### src/rtl/fetch_pc_ctrl_if.sv
// Fetch PC controller bus: decode-side feedback and events in, fetch PC and
// status out. The controller owns the master side; its environment the slave.

`ifndef PC_SIZE
`define PC_SIZE 16
`endif

interface fetch_pc_ctrl_if #(
    parameter int PC_W = `PC_SIZE
);
    // Fetch-side control
    logic            i_stall;
    logic            i_pred_override;
    logic [PC_W-1:0] i_pred_target;

    // Decode-side instruction and branch feedback
    logic            i_dec_valid;
    logic [PC_W-1:0] i_dec_pc;
    logic            i_fb_branch;
    logic            i_fb_predict_taken;
    logic            i_fb_feedback_taken;
    logic [PC_W-1:0] i_fb_predict_target;
    logic [PC_W-1:0] i_fb_feedback_target;
    logic            i_halt;
    logic            i_interrupt;
    logic [3:0]      i_int_code;

    // Fetch PC and status
    logic [PC_W-1:0] o_pc;
    logic            o_instr_valid;
    logic            o_flush;
    logic            o_halted;
    logic [PC_W-1:0] o_epc;
    logic [15:0]     o_fetch_cnt;

    modport master (
        input  i_stall, i_pred_override, i_pred_target,
        input  i_dec_valid, i_dec_pc, i_fb_branch, i_fb_predict_taken,
        input  i_fb_feedback_taken, i_fb_predict_target, i_fb_feedback_target,
        input  i_halt, i_interrupt, i_int_code,
        output o_pc, o_instr_valid, o_flush, o_halted, o_epc, o_fetch_cnt
    );

    modport slave (
        output i_stall, i_pred_override, i_pred_target,
        output i_dec_valid, i_dec_pc, i_fb_branch, i_fb_predict_taken,
        output i_fb_feedback_taken, i_fb_predict_target, i_fb_feedback_target,
        output i_halt, i_interrupt, i_int_code,
        input  o_pc, o_instr_valid, o_flush, o_halted, o_epc, o_fetch_cnt
    );
endinterface

### src/rtl/fetch_pc_ctrl.sv
// Fetch PC controller: owns the fetch PC register. Each cycle it picks one
// next PC from (highest first) mispredict repair, software interrupt vector,
// halt, stall hold, predictor override, sequential increment. Redirects kill
// the wrong-path fetch combinationally and land on o_pc one cycle later.

`ifndef PC_SIZE
`define PC_SIZE 16
`endif

module fetch_pc_ctrl #(
    parameter int              PC_W     = `PC_SIZE,
    parameter logic [PC_W-1:0] RESET_PC = '0,
    parameter logic [PC_W-1:0] INT_BASE = PC_W'(16'h0010)
) (
    input  logic             clk,
    input  logic             n_rst,
    fetch_pc_ctrl_if.master  bus
);

    typedef enum logic {
        RUN    = 1'b0,
        HALTED = 1'b1
    } state_t;

    localparam logic [15:0] CNT_MAX = 16'hFFFF;

    state_t          state_q, state_d;
    logic [PC_W-1:0] pc_q, pc_d;
    logic [PC_W-1:0] epc_q, epc_d;
    logic [15:0]     cnt_q;

    logic            running;
    logic            ev;
    logic            dir_wrong;
    logic            tgt_wrong;
    logic            mispred;
    logic            int_take;
    logic            halt_take;
    logic            flush;
    logic            instr_valid;
    logic            fetch_accept;
    logic [PC_W-1:0] dec_pc_inc;
    logic [PC_W-1:0] fix_pc;
    logic [PC_W-1:0] int_pc;

    // Decode-event qualification, mispredict detection and redirect targets
    always_comb begin
        // NOTE: every signal written in an always_comb gets a value on every
        // path (here unconditionally); a missing default infers a latch.
        running    = (state_q == RUN);
        ev         = running & bus.i_dec_valid & ~bus.i_stall;
        dir_wrong  = bus.i_fb_predict_taken != bus.i_fb_feedback_taken;
        tgt_wrong  = bus.i_fb_feedback_taken &
                     (bus.i_fb_predict_target != bus.i_fb_feedback_target);
        mispred    = ev & bus.i_fb_branch & (dir_wrong | tgt_wrong);
        // Mispredict outranks an (illegal) simultaneous interrupt/halt, and
        // interrupt outranks halt.
        int_take   = ev & bus.i_interrupt & ~mispred;
        halt_take  = ev & bus.i_halt & ~mispred & ~bus.i_interrupt;
        dec_pc_inc = bus.i_dec_pc + PC_W'(1);
        fix_pc     = bus.i_fb_feedback_taken ? bus.i_fb_feedback_target : dec_pc_inc;
        int_pc     = INT_BASE + PC_W'(bus.i_int_code);
    end

    // Fetch-side status: flush and valid are forced low while reset is held
    always_comb begin
        flush        = n_rst & (mispred | (ev & (bus.i_interrupt | bus.i_halt)));
        instr_valid  = n_rst & running & ~flush;
        fetch_accept = instr_valid & ~bus.i_stall;
    end

    // Next-state / next-PC selection, one source per cycle
    always_comb begin
        state_d = state_q;
        pc_d    = pc_q;
        epc_d   = epc_q;
        if (state_q == RUN) begin
            if (mispred) begin
                pc_d = fix_pc;
            end else if (int_take) begin
                pc_d  = int_pc;
                epc_d = dec_pc_inc;
            end else if (halt_take) begin
                state_d = HALTED;
            end else if (bus.i_stall) begin
                pc_d = pc_q;
            end else if (bus.i_pred_override) begin
                pc_d = bus.i_pred_target;
            end else begin
                pc_d = pc_q + PC_W'(1);
            end
        end
    end

    // State, PC and return-PC registers
    always_ff @(posedge clk or negedge n_rst) begin
        // NOTE: registers use non-blocking assignments so every flop samples
        // the pre-edge values regardless of statement order.
        if (!n_rst) begin
            state_q <= RUN;
            pc_q    <= RESET_PC;
            epc_q   <= '0;
        end else begin
            state_q <= state_d;
            pc_q    <= pc_d;
            epc_q   <= epc_d;
        end
    end

    // Saturating count of fetches accepted by the fetch register
    always_ff @(posedge clk or negedge n_rst) begin
        if (!n_rst) begin
            cnt_q <= '0;
        end else if (fetch_accept && (cnt_q != CNT_MAX)) begin
            cnt_q <= cnt_q + 16'd1;
        end
    end

    // Output drive
    assign bus.o_pc          = pc_q;
    assign bus.o_instr_valid = instr_valid;
    assign bus.o_flush       = flush;
    assign bus.o_halted      = (state_q == HALTED);
    assign bus.o_epc         = epc_q;
    assign bus.o_fetch_cnt   = cnt_q;

endmodule

### src/flat_wrapper.sv
// flat-port wrapper written by rule: the top's interface ports become plain ports
module fetch_pc_ctrl_flat 
#(
    parameter int              PC_W     = `PC_SIZE,
    parameter logic [PC_W-1:0] RESET_PC = '0,
    parameter logic [PC_W-1:0] INT_BASE = PC_W'(16'h0010)
)
  (clk, n_rst, bus_i_stall, bus_i_pred_override, bus_i_pred_target, bus_i_dec_valid, bus_i_dec_pc, bus_i_fb_branch, bus_i_fb_predict_taken, bus_i_fb_feedback_taken, bus_i_fb_predict_target, bus_i_fb_feedback_target, bus_i_halt, bus_i_interrupt, bus_i_int_code, bus_o_pc, bus_o_instr_valid, bus_o_flush, bus_o_halted, bus_o_epc, bus_o_fetch_cnt);
  fetch_pc_ctrl_if #(.PC_W(PC_W)) bus_i ();
  input  logic clk;
  input  logic n_rst;
  input wire logic [$bits(bus_i.i_stall)-1:0] bus_i_stall;
  input wire logic [$bits(bus_i.i_pred_override)-1:0] bus_i_pred_override;
  input wire logic [$bits(bus_i.i_pred_target)-1:0] bus_i_pred_target;
  input wire logic [$bits(bus_i.i_dec_valid)-1:0] bus_i_dec_valid;
  input wire logic [$bits(bus_i.i_dec_pc)-1:0] bus_i_dec_pc;
  input wire logic [$bits(bus_i.i_fb_branch)-1:0] bus_i_fb_branch;
  input wire logic [$bits(bus_i.i_fb_predict_taken)-1:0] bus_i_fb_predict_taken;
  input wire logic [$bits(bus_i.i_fb_feedback_taken)-1:0] bus_i_fb_feedback_taken;
  input wire logic [$bits(bus_i.i_fb_predict_target)-1:0] bus_i_fb_predict_target;
  input wire logic [$bits(bus_i.i_fb_feedback_target)-1:0] bus_i_fb_feedback_target;
  input wire logic [$bits(bus_i.i_halt)-1:0] bus_i_halt;
  input wire logic [$bits(bus_i.i_interrupt)-1:0] bus_i_interrupt;
  input wire logic [$bits(bus_i.i_int_code)-1:0] bus_i_int_code;
  output wire logic [$bits(bus_i.o_pc)-1:0] bus_o_pc;
  output wire logic [$bits(bus_i.o_instr_valid)-1:0] bus_o_instr_valid;
  output wire logic [$bits(bus_i.o_flush)-1:0] bus_o_flush;
  output wire logic [$bits(bus_i.o_halted)-1:0] bus_o_halted;
  output wire logic [$bits(bus_i.o_epc)-1:0] bus_o_epc;
  output wire logic [$bits(bus_i.o_fetch_cnt)-1:0] bus_o_fetch_cnt;
  assign bus_i.i_stall = bus_i_stall;
  assign bus_i.i_pred_override = bus_i_pred_override;
  assign bus_i.i_pred_target = bus_i_pred_target;
  assign bus_i.i_dec_valid = bus_i_dec_valid;
  assign bus_i.i_dec_pc = bus_i_dec_pc;
  assign bus_i.i_fb_branch = bus_i_fb_branch;
  assign bus_i.i_fb_predict_taken = bus_i_fb_predict_taken;
  assign bus_i.i_fb_feedback_taken = bus_i_fb_feedback_taken;
  assign bus_i.i_fb_predict_target = bus_i_fb_predict_target;
  assign bus_i.i_fb_feedback_target = bus_i_fb_feedback_target;
  assign bus_i.i_halt = bus_i_halt;
  assign bus_i.i_interrupt = bus_i_interrupt;
  assign bus_i.i_int_code = bus_i_int_code;
  assign bus_o_pc = bus_i.o_pc;
  assign bus_o_instr_valid = bus_i.o_instr_valid;
  assign bus_o_flush = bus_i.o_flush;
  assign bus_o_halted = bus_i.o_halted;
  assign bus_o_epc = bus_i.o_epc;
  assign bus_o_fetch_cnt = bus_i.o_fetch_cnt;
  fetch_pc_ctrl #(.PC_W(PC_W), .RESET_PC(RESET_PC), .INT_BASE(INT_BASE)) u_core (.clk(clk), .n_rst(n_rst), .bus(bus_i));
endmodule
### config.mk
export PLATFORM = sky130hd
export DESIGN_NAME = fetch_pc_ctrl_flat
export DESIGN_NICKNAME = d
export VERILOG_FILES = /design/src/rtl/fetch_pc_ctrl_if.sv /design/src/rtl/fetch_pc_ctrl.sv /design/src/flat_wrapper.sv
export SDC_FILE = /design/constraint.sdc
export NUM_CORES = 1
export LEC_CHECK = 0
export ABC_AREA = 1
export CORE_UTILIZATION = 41
export DETAILED_ROUTE_END_ITERATION = 6
export PLACE_DENSITY = 0.71
export SYNTH_ARGS = -nofsm -noshare
export SYNTH_HDL_FRONTEND = slang
export SYNTH_SLANG_ARGS = --single-unit
### constraint.sdc
create_clock -name clk -period 2.2 [get_ports clk]
set_input_delay 0.44 -clock clk [delete_from_list [all_inputs] [get_ports clk]]
set_output_delay 0.44 -clock clk [all_outputs]
set_load 0.1 [all_outputs]
==> Word-level counts from Yosys, hierarchy flattened <==
Cells that the tools add are included.
{ "totals": {"ff_bits": 49, "latchBits": 0, "ramBits": 0, "rom_bits": 0, "elab_cells": 49, "n_memories": 0} }
{ "op_classes": {"n_addsub": 4, "mul": 0, "n_div": 0, "magnitude_cmp": 0, "n_eq_ne": 5, "shifts": 0, "muxes": 10, "n_bitwise": 23, "n_reduce_logical": 3} }
{ "op_table": {"columns": ["cell", "n"], "rows": [
  ["2-to-1 mux 16 bit", 6],
  ["adder 16 x 1 -> 16 bit, second input constant", 3],
  ["inequality test 16 bit", 1],
  ["inequality test 16 bit, second input constant", 1],
  ["bitwise AND 1 bit", 15],
  ["adder 5 x 4 -> 6 bit, first input constant", 1],
  ["inequality test 3 x 1 -> 1 bit, second input constant", 2],
  ["AND reduction 3 bit", 2],
  ["inverter 1 bit", 5],
  ["2-to-1 mux 1 bit", 4],
  ["bitwise OR 1 bit", 3],
  ["logical AND 1 bit", 1],
  ["inequality test 1 bit", 1]
]} }

==> Depth between registers and ports, before layout <==
Gate-level depths: netlist of run 1.
{ "depth": {"ltp_word": 12, "mapped_depth": 15, "depth_no_buf": 13} }

==> Least setup slack after synthesis of run 1 <==
OpenSTA, ideal clock, no wires.
{ "synth_path": {"path_kind": "register to output", "from": "register u_core.state_q (netlist: u_core.bus.o_halted)", "to": "output bus_o_flush", "t_arrival_ns": 3.124, "t_required_ns": 1.760, "setup_slack_ns": -1.364, "stages_incl_launch_ff": 8, "path_buffers": 2, "cell_sequence": "dfrtp_1 -> inv_1 -> nand3_1 -> nor2_2 -> nand2_2 -> buf_6 -> buf_2 -> a21oi_1"} }
{ "synth_via": {"elab_chain_len": 7} }
{ "synth_lines": {"columns": ["element", "line_no", "text"], "rows": [
  ["start: declaration", "fetch_pc_ctrl.sv:27", "state_t state_q, state_d;"],
  ["start signal: assignment", "fetch_pc_ctrl.sv:104", "state_q <= state_d;"],
  ["inverter 1 bit (no line) (*)", null, null],
  ["bitwise AND 1 bit (*) (2 in a row)", "fetch_pc_ctrl.sv:51", "ev = running & bus.i_dec_valid & ~bus.i_stall;"],
  ["bitwise AND 1 bit (2 in a row)", "fetch_pc_ctrl.sv:55", "mispred = ev & bus.i_fb_branch & (dir_wrong | tgt_wrong);"],
  ["bitwise OR 1 bit (*)", "fetch_pc_ctrl.sv:67", "flush = n_rst & (mispred | (ev & (bus.i_interrupt | bus.i_halt)));"],
  ["bitwise AND 1 bit (*)", "fetch_pc_ctrl.sv:67", null],
  ["end: declaration", "flat_wrapper.sv:27", "output wire logic [$bits(bus_i.o_flush)-1:0] bus_o_flush;"]
]} }
Mark *: on every way between the ends. The rest lies on a longest branch, timed or not.

==> Worst setup path in the final report of run 1 <==
Ends and elaborated chain as after synthesis.

==> key figures, run 1 <==
Floorplan
  – Std-Cell Rows: 34
  – Total core area: 8891 um^2
  – Width of the die: 98.86 um
  – Overall die height: 98.86 um
  – Overall die area: 9772 um^2
  – Ports placed on the boundary: 129
  – Initial core utilization: 43.26%

STA
  – Worst-Margin Slew: 642.6 ps
  – Post-route clock period utilization: 97.26%
  – Unrepaired setup endpoints after global routing: true
  – Slew Viols, Final: 0
  – Remaining max-slew budget at the tightest pin: 57.16%
  – Final worst-path setup slack: 60.22 ps
  – Max Clock Freq: 0.4673 GHz
  – Tmin final: 2140 ps
  – Final-report setup violation count: 0
  – Count of endpoints failing hold in the final timing report: 0
  – Final TNS setup: 0 ps
  – Clock Skew: 13.54 ps

Drt
  – Initial DRC count: 211
  – Antenna violation net count after detailed routing: 0
  – Final Routed Wirelength: 12150 um
  – Via density per instance: 4.885
  – Number of remaining DRC errors: 0
  – Initial DRT Pass Iterations: 5
  – Number of vias after detailed routing: 4509
  – Detailed-route wire length per cell: 13.16 um

Synth
  – Top area cells in the synthesized netlist: sky130_fd_sc_hd__dfrtp_1 (32%), sky130_fd_sc_hd__nand2_1 (26%), sky130_fd_sc_hd__inv_1 (6.8%)
  – Area share of the largest cell type after synthesis: 31.88%
  – Dominant cell type by area after synthesis: sky130_fd_sc_hd__dfrtp_1
  – Yosys synthesis warning count: 0
  – Synthesized instance count: 618
  – Number of synthesized register bits: 49
  – Post-Syn Nets: 699
  – Number of flops mapped to enable cells by yosys: 0
  – Number of distinct library cells after synthesis: 33
  – Fraction of registers with async set/reset: 100.0%
  – Post-Synthesis Cell Area: 3846 um^2
  – Portion of the post-synthesis area used by sequential elements: 31.88%
  – Per-instance average area after synthesis: 6.224 um^2
  – Leading register cell type out of synthesis: sky130_fd_sc_hd__dfrtp_1

Cells and area
  – Most used cells in the layout excluding fill and tap cells: sky130_fd_sc_hd__nand2_1 (267), sky130_fd_sc_hd__buf_4 (120), sky130_fd_sc_hd__inv_1 (63)
  – Synthesis-to-layout area growth: 51.43%
  – Commonest non-fill, non-tap cell in the layout: sky130_fd_sc_hd__nand2_1
  – Final net count: 894
  – Layout cells sized above 1: 23.22%

Critical path
  – Critical Path Start: u_core.bus.o_halted
  – Data arrival time of the critical path: 1700 ps
  – Origin of the critical flop-to-flop path: u_core.bus.o_halted
  – Highest fanout seen on the critical path: 4
  – Register-to-register setup slack: 280 ps
  – Crit. End Element: output pin
  – Critical Path Max Stage Delay: 510 ps
  – Cell chain of the critical path: inv_4, nand3_4, nor2_4, nand2_4, buf_6, a21oi_4, buf_12
  – Slowest CP cell: sky130_fd_sc_hd__dfrtp_4
  – R2R Path End: u_core.bus.o_pc[4]
  – Cell family with most CP delay: flip-flops
  – Worst path required time: 1760 ps
  – Crit start category: flop
  – Cell count of the worst reg-to-reg path: 10
  – Worst path bufs/invs: 3
  – Worst setup endpoint: bus_o_flush
  – Worst Setup Path Type: reg -> out
  – Number of logic stages on the critical path including buffering: 7

Power and ir drop
  – Peak ir drop on the vdd network: 0.2155 mV
  – Leakage dissipation: 0.003065 uW
  – Power density over cell area: 325.6 nW/um^2

Clocking
  – TritonCTS Buffers: 5
  – Count of H-tree levels built during CTS: 2
  – Worst-path clk slew: 100 ps
  – Maximum clock path buffer count: 2
  – TritonCTS sink count: 49
  – Root Buffer Master: sky130_fd_sc_hd__clkbuf_8
  – TritonCTS clock tree: built
  – Worst-skew pair later-pin latency: 310 ps

Place
  – Port bufs: 128
  – Final weighted congestion in routability-driven placement: 0.8334
  – HPWL Detailed: 9680 um
  – Worst slack at placement: -462.0 ps

GRT
  – Global-route wire length before repair: 19750 um
  – Antenna violations before repair: 1
  – Global route overflow: 0
  – Maximum number of pins on one net before global-route repair: 50
  – Vias in the first global route: 4181
  – Combined global-route utilization of all metal layers: 25.06%

Worst hold path
  – Worst hold path class: in -> async

Run
  – Number of maximum-capacitance constraint violations: 0

Outcome
  – Outcome: finished clean
cells in the mapped netlist (all sizes together) (3+ instances only):
library cell  instances
a21oi                 4
buf                   8
clkbuf                7
dfrtp                49
ha                    3
inv                  73
nand2               269
nand3                52
nand3b                3
nand4                16
nor2                 45
nor3                 16
o21ai                29
or2                   6
xnor2                 8
xor2                 21
what timing repair did:
item,4_1_cts,5_1_grt
setup buffers,11,4
pin swaps,13,21
gates cloned,0,0
resized for setup,46,32
setup endpoints to repair,18,7
hold buffers,0,0
endpoints found under the hold margin,0,0
power breakdown:
| part | internal, uW | switching [uW] | leakage (uW) | total [uW] |
|---|---|---|---|---|
| logic | 214 | 184 | 0.00237 | 398 |
| clock network | 262 | 337 | 0.0000518 | 599 |
| registers | 900 | 0 | 0.000646 | 900 |
| total | 1380 | 520 | 0.00307 | 1900 |
flip-flops by register name, summed over array words and instances, names as in the netlist:
signal                  flops
u_core.bus.o_epc           16
u_core.bus.o_fetch_cnt     16
u_core.bus.o_halted         1
u_core.bus.o_pc            16
layer usage:
metal	vias up	routed length, um	track usage [%]
li1	2324	-	-
met1	2031	5376	33.11
met2	148	5918	43.95
met3	6	756	2.908
met4	0	97	5.396
met5	-	0	0
through the flow:
stage | hold WS, ps | cells | util, % | area, um^2 | total power [uW]
4_1_cts | 301.0 | 918 | 64.93 | 5773 | 1897
6_report | 276.6 | 923 | 65.51 | 5824 | 1896
3_3_place_gp | 460.4 | 899 | 63.10 | 5610 | 1310
2_1_floorplan | 144.4 | 618 | - | 3905 | 1048
3_5_place_dp | 465.2 | 899 | 63.10 | 5610 | 1315
5_1_grt | 329.6 | 923 | 65.51 | 5824 | 1969
kinds of logic after synthesis:
kind of cell,count (synthesis),synth area share [%]
muxes,1,0.2603
adders and majority gates,3,0.9760
and+or+nand+nor,410,45.77
DFF,49,31.88
AOI/OAI and AO/OA,37,5.075
buffers and inverters,89,9.434
xor gates and xnor gates,29,6.604
final cells by class:
class                           instances  area [um^2]
Inverter                               74        284.0
Tap cell                              108        135.1
Clock inverter                          2        17.52
Clock buffer                            6        82.58
Antenna cell                            1        2.502
Sequential cell                        49         1244
Multi-Input combinational cell        480         2332
Fill cell                             837         3067
Timing Repair Buffer                  203         1727
worst min path at each step:
stage | endpoint | start | cells past startpoint | slack (ps)
5_1_grt | u_core.bus.o_fetch_cnt[10] | n_rst | 2 | 330
2_1_floorplan | u_core.bus.o_epc[0] | n_rst | 0 | 140
3_5_place_dp | u_core.bus.o_epc[2] | u_core.bus.o_epc[2] | 2 | 470
4_1_cts | u_core.bus.o_fetch_cnt[8] | n_rst | 2 | 300
6_report | u_core.bus.o_fetch_cnt[8] | n_rst | 2 | 280
3_3_place_gp | u_core.bus.o_epc[10] | u_core.bus.o_epc[10] | 2 | 460
Note: power is estimated with default switching activity, not from simulation.
==> run 2, diff against run 1 <==
- PLACE_DENSITY: 0.71 -> 0.82
==> key figures, run 2 (same netlist as run 1, synthesis figures left out) <==
Outcome
  – Outcome: finished clean

Drt
  – Number of vias after detailed routing: 4586
  – Initial DRC count: 204
  – Max layer used: met4
  – Met3 wire len: 849 um
  – Via density per instance: 5.007
  – Number of remaining DRC errors: 0
  – Initial DRT Pass Iterations: 6
  – Length of routed wiring on met1: 5160 um
  – Detailed-route wire length per cell: 13.52 um
  – Wire length on met2: 6135 um
  – Antenna violation net count after detailed routing: 0
  – Final Routed Wirelength: 12390 um

Clocking
  – Count of H-tree levels built during CTS: 2
  – Hold-fix buffer count after cts: 0
  – TritonCTS Buffers: 5
  – Worst-path clk slew: 100 ps
  – Worst-skew pair later-pin latency: 310 ps
  – TritonCTS clock tree: built
  – Maximum clock path buffer count: 2
  – TritonCTS sink count: 49
  – Root Buffer Master: sky130_fd_sc_hd__clkbuf_8

STA
  – Clock Skew: 11.59 ps
  – Max Clock Freq: 0.4641 GHz
  – Worst-Margin Slew: 657.0 ps
  – Post-route clock period utilization: 97.94%
  – Remaining max-slew budget at the tightest pin: 56.20%
  – Final-report setup violation count: 0
  – Slew Viols, Final: 0
  – Final worst-path setup slack: 45.43 ps
  – Count of endpoints failing hold in the final timing report: 0
  – Tmin final: 2155 ps
  – Final TNS setup: 0 ps

Floorplan
  – Overall die area: 9772 um^2
  – Total core area: 8891 um^2
  – Ports placed on the boundary: 129
  – Initial core utilization: 43.26%
  – Overall die height: 98.86 um
  – Width of the die: 98.86 um
  – Std-Cell Rows: 34

Cells and area
  – Final Util: 65.06%
  – Fillcell total: 795
  – Layout cells sized above 1: 23.76%
  – Antenna fix cells: 0
  – Synthesis-to-layout area growth: 50.39%
  – Final net count: 888
  – Commonest non-fill, non-tap cell in the layout: sky130_fd_sc_hd__nand2_1
  – Most used cells in the layout excluding fill and tap cells: sky130_fd_sc_hd__nand2_1 (266), sky130_fd_sc_hd__buf_4 (114), sky130_fd_sc_hd__inv_1 (62)
  – Final Cell Area: 5784 um^2
  – Number of standard cells in the layout, taps in and fillers out: 916

Critical path
  – R2R Path End: u_core.bus.o_fetch_cnt[1]
  – Crit start category: primary input
  – Cell count of the worst reg-to-reg path: 9
  – Origin of the critical flop-to-flop path: u_core.bus.o_fetch_cnt[0]
  – Worst setup endpoint: bus_o_instr_valid
  – Critical Path Start: bus_i_fb_feedback_target[10]
  – Worst path required time: 1760 ps
  – Data arrival time of the critical path: 1710 ps
  – Crit. End Element: output pin
  – Highest fanout seen on the critical path: 3
  – Register-to-register setup slack: 380 ps
  – Worst Setup Path Type: in -> out

Place
  – Post-Place Cell Area: 5558 um^2
  – Port bufs: 128
  – Worst slack at placement: -416.3 ps
  – Instance count after placement with tap cells included: 892
  – HPWL Detailed: 9762 um
  – Final weighted congestion in routability-driven placement: 0.9362

Run
  – Number of maximum-capacitance constraint violations: 0

Worst hold path
  – Worst hold path class: in -> async

Power and ir drop
  – Leakage dissipation: 0.003039 uW
  – Sequential Power Share: 47.8%
  – Gate power share: 21.3%
  – Relative contribution of the clock network to total power: 31.0%
  – Power density over cell area: 325.7 nW/um^2
  – Net Sw Frac: 28.53%
  – Internal Power: 1346 uW
  – Sw Pwr: 537.5 uW
  – Peak ir drop on the vdd network: 0.2639 mV

GRT
  – Global-route wire length before repair: 20460 um
  – Vias in the first global route: 4529
  – Maximum number of pins on one net before global-route repair: 50
  – Antenna violations before repair: 0
  – Combined global-route utilization of all metal layers: 26.10%
  – Global route overflow: 0
[run 2: cell count changes in the layout (fill, tap and decap cells not counted), sizes merged]
cell / delta
buf: -6
clkbuf: +2
clkdlybuf4s15: -1
clkdlybuf4s50: -1
diode: -1
dlygate4sd2: -2
dlymetal6s2s: +1
inv: +1
[run 2: how the worst min path moves through the flow]
stage / end / cells after the start
floorplan: u_core.bus.o_epc[0] / 0
global placement: u_core.bus.o_epc[3] / 2
detailed placement: u_core.bus.o_epc[2] / 2
CTS: u_core.bus.o_fetch_cnt[12] / 2
global route: u_core.bus.o_fetch_cnt[12] / 2
finish: u_core.bus.o_halted / 2
[run 2: repair_timing]
item,in CTS,in global routing
setup endpoints to repair,21,7
buffers inserted,14,2
resized for setup,45,44
pin swaps,18,20
[run 2: layer usage]
metal  GRT usage, %  up-vias
li1               -     2309
met1          31.04     2090
met2          47.82      167
met3          3.759       20
met4          8.955        0
met5              0        -
[run 2: power by group through the flow]
stage,sequential [uW],combinational [uW],clock [uW]
2_1_floorplan,918,130,0
3_3_place_gp,918,389,0
3_5_place_dp,918,395,0
4_1_cts,900,391,602
5_1_grt,900,440,628
6_report,900,401,583
[run 2: stage by stage]
step | power (uW) | hold WS, ps
4_1_cts | 1892 | 283.6
5_1_grt | 1968 | 302.5
2_1_floorplan | 1048 | 144.4
3_5_place_dp | 1313 | 460.5
3_3_place_gp | 1307 | 459.8
6_report | 1884 | 255.4
[run 2: critical path, stage by stage]
cell,delay [ps]
sky130_fd_sc_hd__dlygate4sd2_1,260
sky130_fd_sc_hd__inv_2,70
sky130_fd_sc_hd__nand2_1,60
sky130_fd_sc_hd__nand2_1,60
sky130_fd_sc_hd__nand3_1,90
sky130_fd_sc_hd__nor2_2,140
sky130_fd_sc_hd__nand3_2,130
sky130_fd_sc_hd__nand2_4,120
sky130_fd_sc_hd__nand3_4,80
sky130_fd_sc_hd__clkinvlp_4,100
sky130_fd_sc_hd__buf_12,170
[run 2: area by class of cell]
cell class,count,area [um^2],share of cell area [%]
sequential,49,1244,21.50
clock inverter,3,28.78,0.4975
inverter,74,284.0,4.910
multi-input combinational,480,2344,40.51
tap,108,135.1,2.336
clock buffer,5,68.82,1.190
timing repair buffer,197,1680,29.05
